File: config.mk
export PLATFORM = sky130hd
export DESIGN_NAME = tm1638_keyscan
export DESIGN_NICKNAME = d
export VERILOG_FILES = /design/src/rtl/tm1638_keyscan.sv
export SDC_FILE = /design/constraint.sdc
export NUM_CORES = 1
export LEC_CHECK = 0
export ABC_AREA = 1
export CAP_MARGIN = 20
export CORE_UTILIZATION = 59
export CTS_BUF_LIST = sky130_fd_sc_hd__clkbuf_4 sky130_fd_sc_hd__clkbuf_8
export DETAILED_ROUTE_END_ITERATION = 8
export PLACE_DENSITY = 0.82
export SYNTH_ARGS = -nofsm -noshare
export SYNTH_HDL_FRONTEND = slang
export SYNTH_SLANG_ARGS = --single-unit
File: constraint.sdc
create_clock -name clk -period 3.6 [get_ports clk]
set_input_delay 0.36 -clock clk [delete_from_list [all_inputs] [get_ports clk]]
set_output_delay 0.36 -clock clk [all_outputs]
set_load 0.005 [all_outputs]
File: src/rtl/tm1638_keyscan.sv
// tm1638_keyscan -- TM1638 key-scan reader.
//
// Requests the shared TM1638 pins, sends the "read key data" command (0x42),
// turns DIO around and shifts in the four key-scan bytes, then publishes them
// as a 32-bit key image.
//
// Optional feature: define TM1638_KEYSCAN_AUTOPOLL_EN to add a free-running
// poll counter that issues an internal scan request every POLL_CYCLES clocks.
//
// Ports:
//   clk, reset    system clock, asynchronous active-high reset
//   start         single-cycle scan request (ignored unless idle)
//   bus_req       pin request to the arbiter; bus_gnt = pins granted
//   tm_clk        TM1638 CLK
//   tm_stb        TM1638 STB, active low
//   tm_dio_out    DIO drive value; tm_dio_oe = DIO drive enable
//   tm_dio_in     DIO pin value, already synchronised
//   keys          last completed scan, byte n in keys[8n+7:8n]
//   keys_valid    one-cycle pulse when keys updates
//   keys_changed  one-cycle pulse with keys_valid when the image changed
//   busy          high from request until back in idle
module tm1638_keyscan #(
  parameter int unsigned HALF_DIV    = 16,
  parameter int unsigned WAIT_HALVES = 4,
  parameter int unsigned POLL_CYCLES = 160000
) (
  input  logic        clk,
  input  logic        reset,
  input  logic        start,
  output logic        bus_req,
  input  logic        bus_gnt,
  output logic        tm_clk,
  output logic        tm_stb,
  output logic        tm_dio_out,
  output logic        tm_dio_oe,
  input  logic        tm_dio_in,
  output logic [31:0] keys,
  output logic        keys_valid,
  output logic        keys_changed,
  output logic        busy
);

  localparam logic [7:0]        READ_CMD  = 8'h42;
  localparam int unsigned       DIV_W     = 8;
  localparam logic [DIV_W-1:0]  DIV_LAST  = DIV_W'(HALF_DIV - 1);
  localparam int unsigned       WAIT_W    = (WAIT_HALVES > 1) ? $clog2(WAIT_HALVES) : 1;
  localparam logic [WAIT_W-1:0] WAIT_LAST = WAIT_W'(WAIT_HALVES - 1);

  if (HALF_DIV < 2 || HALF_DIV > 255) begin : g_chk_div
    $error("tm1638_keyscan: HALF_DIV must be within 2..255");
  end
  if (WAIT_HALVES < 1) begin : g_chk_wait
    $error("tm1638_keyscan: WAIT_HALVES must be at least 1");
  end
  if (POLL_CYCLES < 2) begin : g_chk_poll
    $error("tm1638_keyscan: POLL_CYCLES must be at least 2");
  end

  typedef enum logic [2:0] {
    S_IDLE,
    S_REQ,
    S_STB_LO,
    S_CMD,
    S_WAIT,
    S_READ,
    S_STB_HI,
    S_DONE
  } state_t;

  state_t              state;
  logic [DIV_W-1:0]    div_cnt;
  logic [5:0]          bit_cnt;
  logic [WAIT_W-1:0]   wait_cnt;
  logic [31:0]         shift;
  logic                tick;
  logic                poll_tick;
  logic                go;

  assign tick = (div_cnt == DIV_LAST);
  assign go   = start | poll_tick;

`ifdef TM1638_KEYSCAN_AUTOPOLL_EN
  localparam int unsigned       POLL_W    = $clog2(POLL_CYCLES);
  localparam logic [POLL_W-1:0] POLL_LAST = POLL_W'(POLL_CYCLES - 1);

  logic [POLL_W-1:0] poll_cnt;

  // Free-running: keeps counting during a scan; a tick that lands while
  // busy is simply not seen by the idle state.
  always_ff @(posedge clk or posedge reset) begin
    if (reset) begin
      poll_cnt <= '0;
    end else if (poll_cnt == POLL_LAST) begin
      poll_cnt <= '0;
    end else begin
      poll_cnt <= poll_cnt + 1'b1;
    end
  end

  assign poll_tick = (poll_cnt == POLL_LAST);
`else
  assign poll_tick = 1'b0;
`endif

  always_ff @(posedge clk or posedge reset) begin
    if (reset) begin
      state        <= S_IDLE;
      div_cnt      <= '0;
      bit_cnt      <= '0;
      wait_cnt     <= '0;
      shift        <= '0;
      bus_req      <= 1'b0;
      tm_clk       <= 1'b1;
      tm_stb       <= 1'b1;
      tm_dio_out   <= 1'b1;
      tm_dio_oe    <= 1'b0;
      keys         <= '0;
      keys_valid   <= 1'b0;
      keys_changed <= 1'b0;
      busy         <= 1'b0;
    end else begin
      keys_valid   <= 1'b0;
      keys_changed <= 1'b0;

      // Half-period divider only runs while the pins are owned.
      if (state inside {S_IDLE, S_REQ, S_DONE} || tick) begin
        div_cnt <= '0;
      end else begin
        div_cnt <= div_cnt + 1'b1;
      end

      case (state)
        S_IDLE: begin
          if (go) begin
            state   <= S_REQ;
            bus_req <= 1'b1;
            busy    <= 1'b1;
          end
        end

        S_REQ: begin
          if (bus_gnt) begin
            state     <= S_STB_LO;
            tm_stb    <= 1'b0;
            tm_clk    <= 1'b1;
            tm_dio_oe <= 1'b1;
          end
        end

        S_STB_LO: begin
          if (tick) begin
            state      <= S_CMD;
            tm_clk     <= 1'b0;
            tm_dio_out <= READ_CMD[0];
            bit_cnt    <= '0;
          end
        end

        // tm_clk doubles as the half-phase flag: low half then high half.
        S_CMD: begin
          if (tick) begin
            if (!tm_clk) begin
              tm_clk <= 1'b1;
            end else if (bit_cnt == 6'd7) begin
              state      <= S_WAIT;
              tm_dio_oe  <= 1'b0;
              tm_dio_out <= 1'b1;
              wait_cnt   <= '0;
            end else begin
              bit_cnt    <= bit_cnt + 1'b1;
              tm_clk     <= 1'b0;
              tm_dio_out <= READ_CMD[bit_cnt[2:0] + 3'd1];
            end
          end
        end

        S_WAIT: begin
          if (tick) begin
            if (wait_cnt == WAIT_LAST) begin
              state   <= S_READ;
              tm_clk  <= 1'b0;
              bit_cnt <= '0;
            end else begin
              wait_cnt <= wait_cnt + 1'b1;
            end
          end
        end

        // Sample on the rising CLK edge; right shift lands bit k in shift[k].
        S_READ: begin
          if (tick) begin
            if (!tm_clk) begin
              tm_clk <= 1'b1;
              shift  <= {tm_dio_in, shift[31:1]};
            end else if (bit_cnt == 6'd31) begin
              state  <= S_STB_HI;
              tm_stb <= 1'b1;
            end else begin
              bit_cnt <= bit_cnt + 1'b1;
              tm_clk  <= 1'b0;
            end
          end
        end

        S_STB_HI: begin
          if (tick) begin
            state        <= S_DONE;
            keys         <= shift;
            keys_valid   <= 1'b1;
            keys_changed <= (shift != keys);
            bus_req      <= 1'b0;
          end
        end

        S_DONE: begin
          state <= S_IDLE;
          busy  <= 1'b0;
        end

        default: state <= S_IDLE;
      endcase
    end
  end

endmodule

# == Yosys cells after proc, flatten, opt, wreduce, memory -nomap -nowiden ==
# Memory sizes are Yosys's and may differ from the RTL's.
# Index checks and enable logic that the tools add are counted.
# classes
n_lt_le_gt_ge,1
addsub,4
muxes,62
reduce_logical,22
multipliers,0
n_eq_ne,27
bitwise,1
n_div,0
shift,0
# ops
cell,n
$mux W6,9
$mux W3,12
$ne A32 B32 Y1,1
$ne A2 B2 Y1 const B,15
$mux W1,26
$pmux W3 S8,1
$pmux W6 S4,1
$eq A3 B3 Y1 const B,4
$reduce_and A12 Y1,1
$reduce_bool A2 Y1,6
$mux W2,5
$pmux W1 S2,5
$reduce_and A10 Y1,1
$reduce_and A5 Y1,2
$add A8 B1 Y8 const B,1
$eq A8 B4 Y1 const B,1
$mux W8,1
$reduce_and A7 Y1,1
$add A6 B1 Y6 const B,1
$eq A3 B2 Y1 const B,2
$eq A6 B3 Y1 const B,1
$eq A6 B5 Y1 const B,1
$reduce_and A3 Y1,2
$reduce_and A6 Y1,1
15 further kinds,16
# word_totals
ram_bits,0
register_bits,91
out_inout_bits,40
mem_count,1
romBits,8
elab_cells,132
latch_bits,0
# memory_table
name,depth,word_bits,rd,rd_ports_with_merged_regs,wr,line_no,rtl
(no name shown),8,1,1,0,0,172,tm_dio_out <= READ_CMD[bit_cnt[2:0] + 3'd1];

# == Depth between registers and ports, before layout ==
# Gate-level depths: netlist (run 1).
# depth
word_depth,7
mapped_depth,12
mapped_depth_nobuf,12

# == Worst setup path after synthesis (run 1) ==
# No wires, ideal clock.
# synth_timing
path_type,register -> register
start,reg state[0]
end,reg bit_cnt[0]
path_stages_with_launch,11
synth_period_minus_slack_ps,1634
t_required_ps,3483
path_slack_ps,1966
t_arrival_ps,1517
setup_time_ps,117
path_cell_list,dfrtp_1 > inv_1 > ha_1 > nand2_8 > inv_8 > nor2_2 > nand2_4 > a21boi_4 > nand2_4 > nand2_1 > nand2_1
# synth_via
elab_chain_cells,3
elab_cells_between_ends,16
# synth_lines
element,line_no,rtl
from (decl),70,state_t state;
from (signal assigned),107,state <= S_IDLE;
from (signal assigned),135,state <= S_REQ;
from (signal assigned),143,state <= S_STB_LO;
$eq A3 B3 Y1 or $eq A3 B2 Y1 (tied branches),132,case (state)
$reduce_bool A4 Y1 (no source line) or $ne A2 B2 Y1 (tied branches),n/a,
$reduce_and A10 Y1 (no source line),n/a,
to (signal assigned),170,bit_cnt <= bit_cnt + 1'b1;
to (signal assigned),199,bit_cnt <= bit_cnt + 1'b1;
to (decl),72,logic [5:0] bit_cnt;
# Several ways; a longest one is shown, not always the timed one.
# A chain may end at the register's enable or synchronous reset.

# == Worst setup path in the final report (run 1) ==
# layout_timing
start,reg state[2]
end,reg keys[14]
# layout_via
elab_chain_cells,2
# layout_lines
element,line_no,rtl
$eq A3 B3 Y1,132,
$reduce_and A2 Y1 (no source line),n/a,
to (signal assigned),208,keys <= shift;
to (decl),37,"output logic [31:0] keys,"
# Every way passes these cells.

==> results of run 1 <==
## per-layer routing
metal	track usage	up-vias	wire (um)
met1	0.288	1789	4020
met2	0.400	76	4540
met3	0.0461	8	336
met4	0.0780	0	108
li1	-	1968	-
met5	0	-	0
## through the flow
stage | utilization | setup slack, ps | area (um2)
floorplan | - | 881 | 4740
global placement | 0.676 | 1530 | 5220
detailed placement | 0.676 | 1470 | 5220
CTS | 0.700 | 1460 | 5410
global route | 0.700 | 1240 | 5410
finish | 0.700 | 1440 | 5410
## sequential cells by signal (all words and copies together) (netlist names)
name	cells
tm_dio_oe	1
keys_valid	1
keys_changed	1
keys	32
shift	32
bit_cnt	6
wait_cnt	2
bus_req	1
state	3
tm_stb	1
div_cnt	8
tm_dio_out	1
busy	1
tm_clk	1
## how the worst max path moves through the flow
stage              from         end  slack, ps  depth (start not counted)
6_report       state[2]    keys[14]       1440                          4
5_1_grt        state[2]     keys[1]       1240                          5
4_1_cts        state[2]     keys[2]       1460                          4
3_5_place_dp   state[2]     keys[2]       1470                          4
3_3_place_gp   state[2]     keys[9]       1530                          4
2_1_floorplan     reset  bit_cnt[0]        880                          1
## logic make-up (layout without fill, tap and decap cells)
group           after synthesis  count (layout)  share of synthesized area
simple gates                315             315                      0.292
buf+inv                     104             154                     0.0985
flops                        91              91                      0.482
compound gates               87              87                     0.0959
fa+ha+maj                    10              10                     0.0264
xor+xnor                      3               3                    0.00555
## placed cells by master, fill, tap and decap left out, drive strengths merged
cell	count
nand2	228
inv	90
dfrtp	88
o21ai	74
nor2	56
clkdlybuf4s50	44
nand3	22
clkbuf	13
a21oi	10
ha	10
nor3b	6
buf	4
xor2	3
dfstp	3
o211ai	2
nand4	1
a21boi	1
or2	1
clkinv	1
nand3b	1
clkinvlp	1
bufinv	1
## worst reg2reg max path, cell delays in order, from the launching register on
cell and delay [ps]:
dfrtp_1 730, nand2_1 220, nor2_4 540, buf_4 410
o21ai_0 130
## power groups by stage
stage / combinational (mW) / sequential, mW / clock [mW]
global placement: 0.753 / 1.18 / 0
finish: 0.767 / 1.16 / 0.686
CTS: 0.771 / 1.16 / 0.702
global route: 0.858 / 1.17 / 0.734
detailed placement: 0.767 / 1.18 / 0
floorplan: 0.626 / 1.15 / 0
## layout make-up
| type | count | area [um2] |
|---|---|---|
| Tap cell | 102 | 128 |
| Timing Repair Buffer | 48 | 470 |
| Multi-Input combinational cell | 415 | 1990 |
| Fill cell | 626 | 2320 |
| Inverter | 91 | 353 |
| Clock inverter | 2 | 37.5 |
| Sequential cell | 91 | 2280 |
| Clock buffer | 13 | 154 |
==> metrics.cfg, run 1 <==
[status]
outcome = completed

[synthesis]
syn-num-nets = 625
synth.most_common_cell = nand2_1
yosysTopAreaCellShare = 0.465
yosysWarnings = 0
yosysTopAreaCell = dfrtp_1
synth_ff_type = dfrtp_1
synth_area_leaders = dfrtp_1, nand2_1, inv_1
synth_edf_count = 0
async_flop_share = 1.00
ys_top_cells_by_count = nand2_1, dfrtp_1, inv_1
ys_seq_area_frac = 0.482
syn_inst = 610
synth_cell_types = 30
synth_area_per_cell_um2 = 7.76
synth_seq_cells = 91
syn-cell-area_um2 = 4740

[clock_tree]
cts_tree = done
clk-insertion-delay-late_ps = 350
postCtsSetupRepairBufs = 0
cts_resized = 0
clk_pin_slew_ps = 80
root_buffer = clkbuf_8
cts_buffers = 9
cts_sinks = 91
clock_path_buffers = 2
hold_buffers = 0
cts_max_level = 3

[placement]
io_buffers = 44
dp.cells = 747
hpwl_um = 6460
place_congestion = 0.926

[timing]
fin_setup_tns_ps = 0
worst_slew_pin_slew_ps = 898
hold_viol = 0
fmax_mhz = 464
finalSetupViolCount = 0
fin_crit_sh = 0.599
fin_skew_ps = 5.73
relSlewSlack = 0.400
rsz0062_at_grt = no
finalMaxSlewViolations = 0
fin_crit_ps = 2160
hold_slack_ps = 475

[power_and_ir_drop]
combPwrFrac = 0.293
total_leakage_power_nw = 2.57
power_frac_clock = 0.262
p_switching_uw = 913
p_total_mw = 2.62
p_seq_frac = 0.445
switching_share = 0.349
p_int_mw = 1.70
power_density_nw_per_um2 = 483
ir_drop_mv = 0.436

[global_route]
grt_use_total = 0.231
overflow = 0
antenna_found_initial = 0
grt_max_degree = 65
grt_pass1_wl_um = 15300
grt_pass1_vias = 3549

[min_path]
hold_depth = 1
min-delay-start = div_cnt[0]
min_path_type = reg -> reg
min_to = div_cnt[0]

[final_layout]
drive_above_1_share = 0.0712
nets = 671
n_antenna_cell = 0
area_delta_synth_final_pct = 14.3
final_cells = 762

[floorplanning]
die_y_um = 91.6
io_pins = 45
initial_core_util = 0.613
die_w_um = 91.6
row_count = 32
core_area_um2 = 7730
dieArea_um2 = 8390

[critical_path]
crit_path_cell_trace = nand2_1 > nor2_4 > buf_4 > o21ai_0
path_buf_inv = 1
path_class = reg -> reg
required_ps = 3820
r2r_slack_ps = 1440
worstPathMaxFanout = 33
endpoint_kind = flop
r2r-end = keys[14]
timing.rr.start = state[2]
start_kind = flop
cp.arrival_ps = 2380
r2r.worst_path.cells = 4
slowest_delay_ps = 730
critPathSlowestCell = dfrtp_1
cpLargestDelayFamily = simple AND/OR/NAND/NOR gates

[routing]
wl_per_cell_um = 11.8
remaining_drc_errors = 0
via_count = 3841
ant_nets = 0
drt_first_pass_iters = 5
routed_wl_um = 9000
drtIter0Drc = 174
routed_via_density = 5.04

[flow_run]
maxCapViolations = 0

Note: power is estimated with default switching activity, not from simulation.
==> inputs of run 2 (changes only) <==
- CORE_UTILIZATION: 59 -> 54
- PLACE_DENSITY: 0.82 -> 0.79
- clock period: 3.6 -> 1.95 ns (I/O delays scaled with it)
==> metrics.cfg, run 2 (synthesis results as in run 1) <==
[final_layout]
final_cells = 768
nets = 673
final_common_cell = nand2_1
n_antenna_cell = 0
final_cell_mix = nand2_1, dfrtp_1, inv_1, o21ai_0, nor2_1
top_regs = keys x32, shift x32, div_cnt x8
drive_above_1_share = 0.0769
fin_util = 0.655
nFillCells = 728
area_delta_synth_final_pct = 15.3

[clock_tree]
cts_sinks = 91
clk-insertion-delay-late_ps = 360
clock_path_buffers = 2
postCtsSetupRepairBufs = 0
root_buffer = clkbuf_8
clk_pin_slew_ps = 100
hold_buffers = 0
cts_max_level = 3
cts_tree = done
cts_buffers = 9
cts_resized = 0

[floorplanning]
die_w_um = 95.7
io_pins = 45
initial_core_util = 0.568
core_area_um2 = 8340
die_y_um = 95.7
row_count = 33
dieArea_um2 = 9150

[power_and_ir_drop]
total_leakage_power_nw = 2.59
power_density_nw_per_um2 = 865
ir_drop_mv = 0.768
p_total_mw = 4.73

[routing]
remaining_drc_errors = 0
drt_first_pass_iters = 4
wl_per_cell_um = 11.5
ant_nets = 0
via_count = 3766
routed_via_density = 4.90
routed_wl_um = 8840
drtIter0Drc = 167

[global_route]
grt_pass1_vias = 3523
grt_use_total = 0.213
overflow = 0
grt_pass1_wl_um = 15100
grt_max_degree = 65
antenna_found_initial = 0

[placement]
io_buffers = 44
place_congestion = 0.879
dp.cells = 752
hpwl_um = 6240

[critical_path]
endpoint_kind = flop
crit_path_cell_trace = inv_1 > ha_1 > nand2_4 > inv_4 > nor2_8 > nand2_4 > a21boi_4 > nand2_4 > nand2_1 > nand2_1
slowest_delay_ps = 410
path_class = reg -> reg
required_ps = 2200
r2r-end = bit_cnt[2]
r2r_slack_ps = 160
cp.arrival_ps = 2040
worstPathMaxFanout = 8
timing.rr.start = state[1]
r2r.worst_path.cells = 10
start_kind = flop
crit_top_cell = nand2_4
critPathSlowestCell = dfrtp_1

[status]
outcome = completed

[timing]
rsz0062_at_grt = no
fin_crit_sh = 0.915
finalSetupViolCount = 0
fin_crit_ps = 1790
fin_skew_ps = 17.9
fmax_mhz = 560
fin_setup_tns_ps = 0
hold_viol = 0
finalMaxSlewViolations = 0
hold_slack_ps = 120
worst_slew_pin_slew_ps = 484
relSlewSlack = 0.674

[min_path]
min_path_type = in -> async

[flow_run]
maxCapViolations = 0

## run 2: changes by cell type in the layout (fill, tap and decap cells not counted), sizes merged
cell / delta
clkinv: +1
clkinvlp: +1
clkbuf: -3
buf: +2
bufinv: -1
inv: +3
## run 2: layer usage
layer | up-vias | track usage | wire length, um
met2 | 43 | 0.357 | 4240
met3 | 13 | 0.0263 | 194
met5 | - | 0 | 0
met1 | 1738 | 0.282 | 4260
li1 | 1972 | - | -
met4 | 0 | 0.0821 | 155
## run 2: worst max-delay path by stage
stage / startpoint / endpoint / slack, ps / depth (start not counted)
CTS: state[0] / bit_cnt[2] / 150 / 10
global placement: state[0] / bit_cnt[0] / 250 / 10
floorplan: state[0] / bit_cnt[0] / 320 / 10
global route: state[0] / state[2] / 30 / 11
finish: state[1] / bit_cnt[2] / 160 / 10
detailed placement: state[0] / bit_cnt[2] / 160 / 10
## run 2: power breakdown
part	switching [mW]	internal, mW	total (mW)	leakage [nW]
clock	0.684	0.491	1.18	0.0911
combinational	0.935	0.505	1.44	1.26
sequential	0.102	2.01	2.11	1.24
total	1.72	3.00	4.73	2.59
## run 2: area by class of cell
type / count / area, um2 / area share
clock buffers: 10 / 131 / 0.0241
clock inverters: 6 / 47.5 / 0.00871
inverters: 91 / 355 / 0.0651
multi-input cells: 415 / 1990 / 0.365
flip-flops and latches: 91 / 2280 / 0.418
well taps: 105 / 131 / 0.0241
repair buffers: 50 / 523 / 0.0958
## run 2: metrics by stage
| step | worst slack [ps] | area, um2 |
|---|---|---|
| floorplan | 316 | 4740 |
| global placement | 248 | 5280 |
| detailed placement | 157 | 5280 |
| CTS | 154 | 5460 |
| global route | 34.3 | 5460 |
| finish | 165 | 5460 |
## run 2: critical path: cells and delay by family, from the launching register on
kind	cells	cell delay, ps
simple gates	6	600
flops	1	410
compound gates	1	270
fa+ha+maj	1	270
buf+inv	2	150
==> inputs of run 3 (changes only) <==
- PLACE_DENSITY: 0.79 -> 0.85
==> metrics.cfg, run 3 (synthesis results as in run 1) <==
[final_layout]
area_delta_synth_final_pct = 15.5
top_regs = keys x32, shift x32, div_cnt x8
n_antenna_cell = 0
design_area_um2 = 5470
fin_util = 0.656
nFillCells = 666
nets = 673
final_common_cell = nand2_1
final_cell_mix = nand2_1, inv_1, dfrtp_1, o21ai_0, nor2_1
drive_above_1_share = 0.0770

[floorplanning]
die_w_um = 95.7
die_y_um = 95.7
core_area_um2 = 8340
io_pins = 45
row_count = 33
dieArea_um2 = 9150
initial_core_util = 0.568

[critical_path]
start_kind = flop
r2r_slack_ps = 160
endpoint_kind = flop
path_class = reg -> reg
cp.arrival_ps = 2040
slowest_delay_ps = 410
r2r.worst_path.cells = 10
crit_path_cell_trace = inv_1 > ha_1 > nand2_8 > inv_8 > nor2_2 > nand2_4 > a21boi_4 > nand2_4 > nand2_1 > nand2_1
r2r-end = bit_cnt[4]
critPathSlowestCell = dfrtp_1
worstPathMaxFanout = 8
timing.rr.start = state[1]
required_ps = 2200

[placement]
place_congestion = 0.897
placed_area_um2 = 5280
io_buffers = 44
hpwl_um = 6600

[clock_tree]
cts_tree = done
clk_pin_slew_ps = 90
cts_max_level = 3
cts_sinks = 91
clock_path_buffers = 2
hold_buffers = 0
clk-insertion-delay-late_ps = 360
root_buffer = clkbuf_8
cts_buffers = 9

[timing]
fin_skew_ps = 11.3
finalSetupViolCount = 0
relSlewSlack = 0.706
hold_viol = 0
fin_crit_ps = 1790
hold_slack_ps = 192
worst_slew_pin_slew_ps = 437
fmax_mhz = 557
finalMaxSlewViolations = 0
fin_setup_tns_ps = 0
rsz0062_at_grt = no
fin_crit_sh = 0.920

[min_path]
min_path_type = in -> async

[routing]
drt_first_pass_iters = 4
via_count = 3849
ant_nets = 0
wl_per_cell_um = 12.0
drtIter0Drc = 204
routed_wl_um = 9210
routed_via_density = 5.02
remaining_drc_errors = 0

[power_and_ir_drop]
power_density_nw_per_um2 = 868
p_total_mw = 4.75
ir_drop_mv = 0.681
total_leakage_power_nw = 2.58

[status]
outcome = completed

[global_route]
antenna_found_initial = 0
grt_pass1_wl_um = 15700
overflow = 0
grt_use_total = 0.222
grt_max_degree = 65
grt_pass1_vias = 3649

[flow_run]
maxCapViolations = 0

-- run 3: changes by cell type in the layout (fill, tap and decap cells not counted), sizes merged --
cell      before  now
clkinv         2    0
clkinvlp       2    5
inv           93   91
-- run 3: power by group --
group	total, mW	switching, mW	internal, mW
Sequential	2.16	0.146	2.01
Combinational	1.41	0.902	0.512
Clock	1.18	0.682	0.495
Total	4.75	1.73	3.02
-- run 3: metal layers --
metal / GRT usage / up-vias / part of all wire
li1: - / 1956 / -
met2: 0.382 / 70 / 0.49
met5: 0 / - / 0
met4: 0.0983 / 0 / 0.018
met3: 0.0263 / 16 / 0.030
met1: 0.281 / 1807 / 0.46
-- run 3: repair_timing --
| item | CTS | global route |
|---|---|---|
| gates resized for setup | 0 | 2 |
| setup endpoints to repair | 0 | 9 |
| setup buffers | 0 | 1 |
-- run 3: critical path, delay by kind of cell (launching register included) --
kind,cells,cell delay [ps]
and+or+nand+nor,6,590
DFF,1,410
adders and majority gates,1,280
AOI/OAI and AO/OA,1,280
buffers and inverters,2,120
-- run 3: area by class of cell --
| type | instances | area (um2) | area share |
|---|---|---|---|
| Clock inverter | 5 | 38.8 | 0.00709 |
| Tap cell | 105 | 131 | 0.0240 |
| Inverter | 91 | 355 | 0.0650 |
| Multi-Input combinational cell | 415 | 1990 | 0.363 |
| Sequential cell | 91 | 2280 | 0.417 |
| Clock buffer | 10 | 138 | 0.0252 |
| Timing Repair Buffer | 50 | 536 | 0.0979 |
-- run 3: how the worst max path moves through the flow --
| stage | startpoint | end | slack, ps |
|---|---|---|---|
| 5_1_grt | state[1] | bit_cnt[4] | 10 |
| 2_1_floorplan | state[0] | bit_cnt[0] | 320 |
| 6_report | state[1] | bit_cnt[4] | 160 |
| 3_5_place_dp | state[0] | bit_cnt[4] | 130 |
| 4_1_cts | state[0] | bit_cnt[4] | 120 |
| 3_3_place_gp | state[0] | bit_cnt[0] | 220 |
-- run 3: through the flow --
step	std cells	worst slack, ps
after floorplan	610	316
after global placement	751	225
after detailed placement	751	125
after CTS	766	116
after global routing	767	12.0
final	767	156
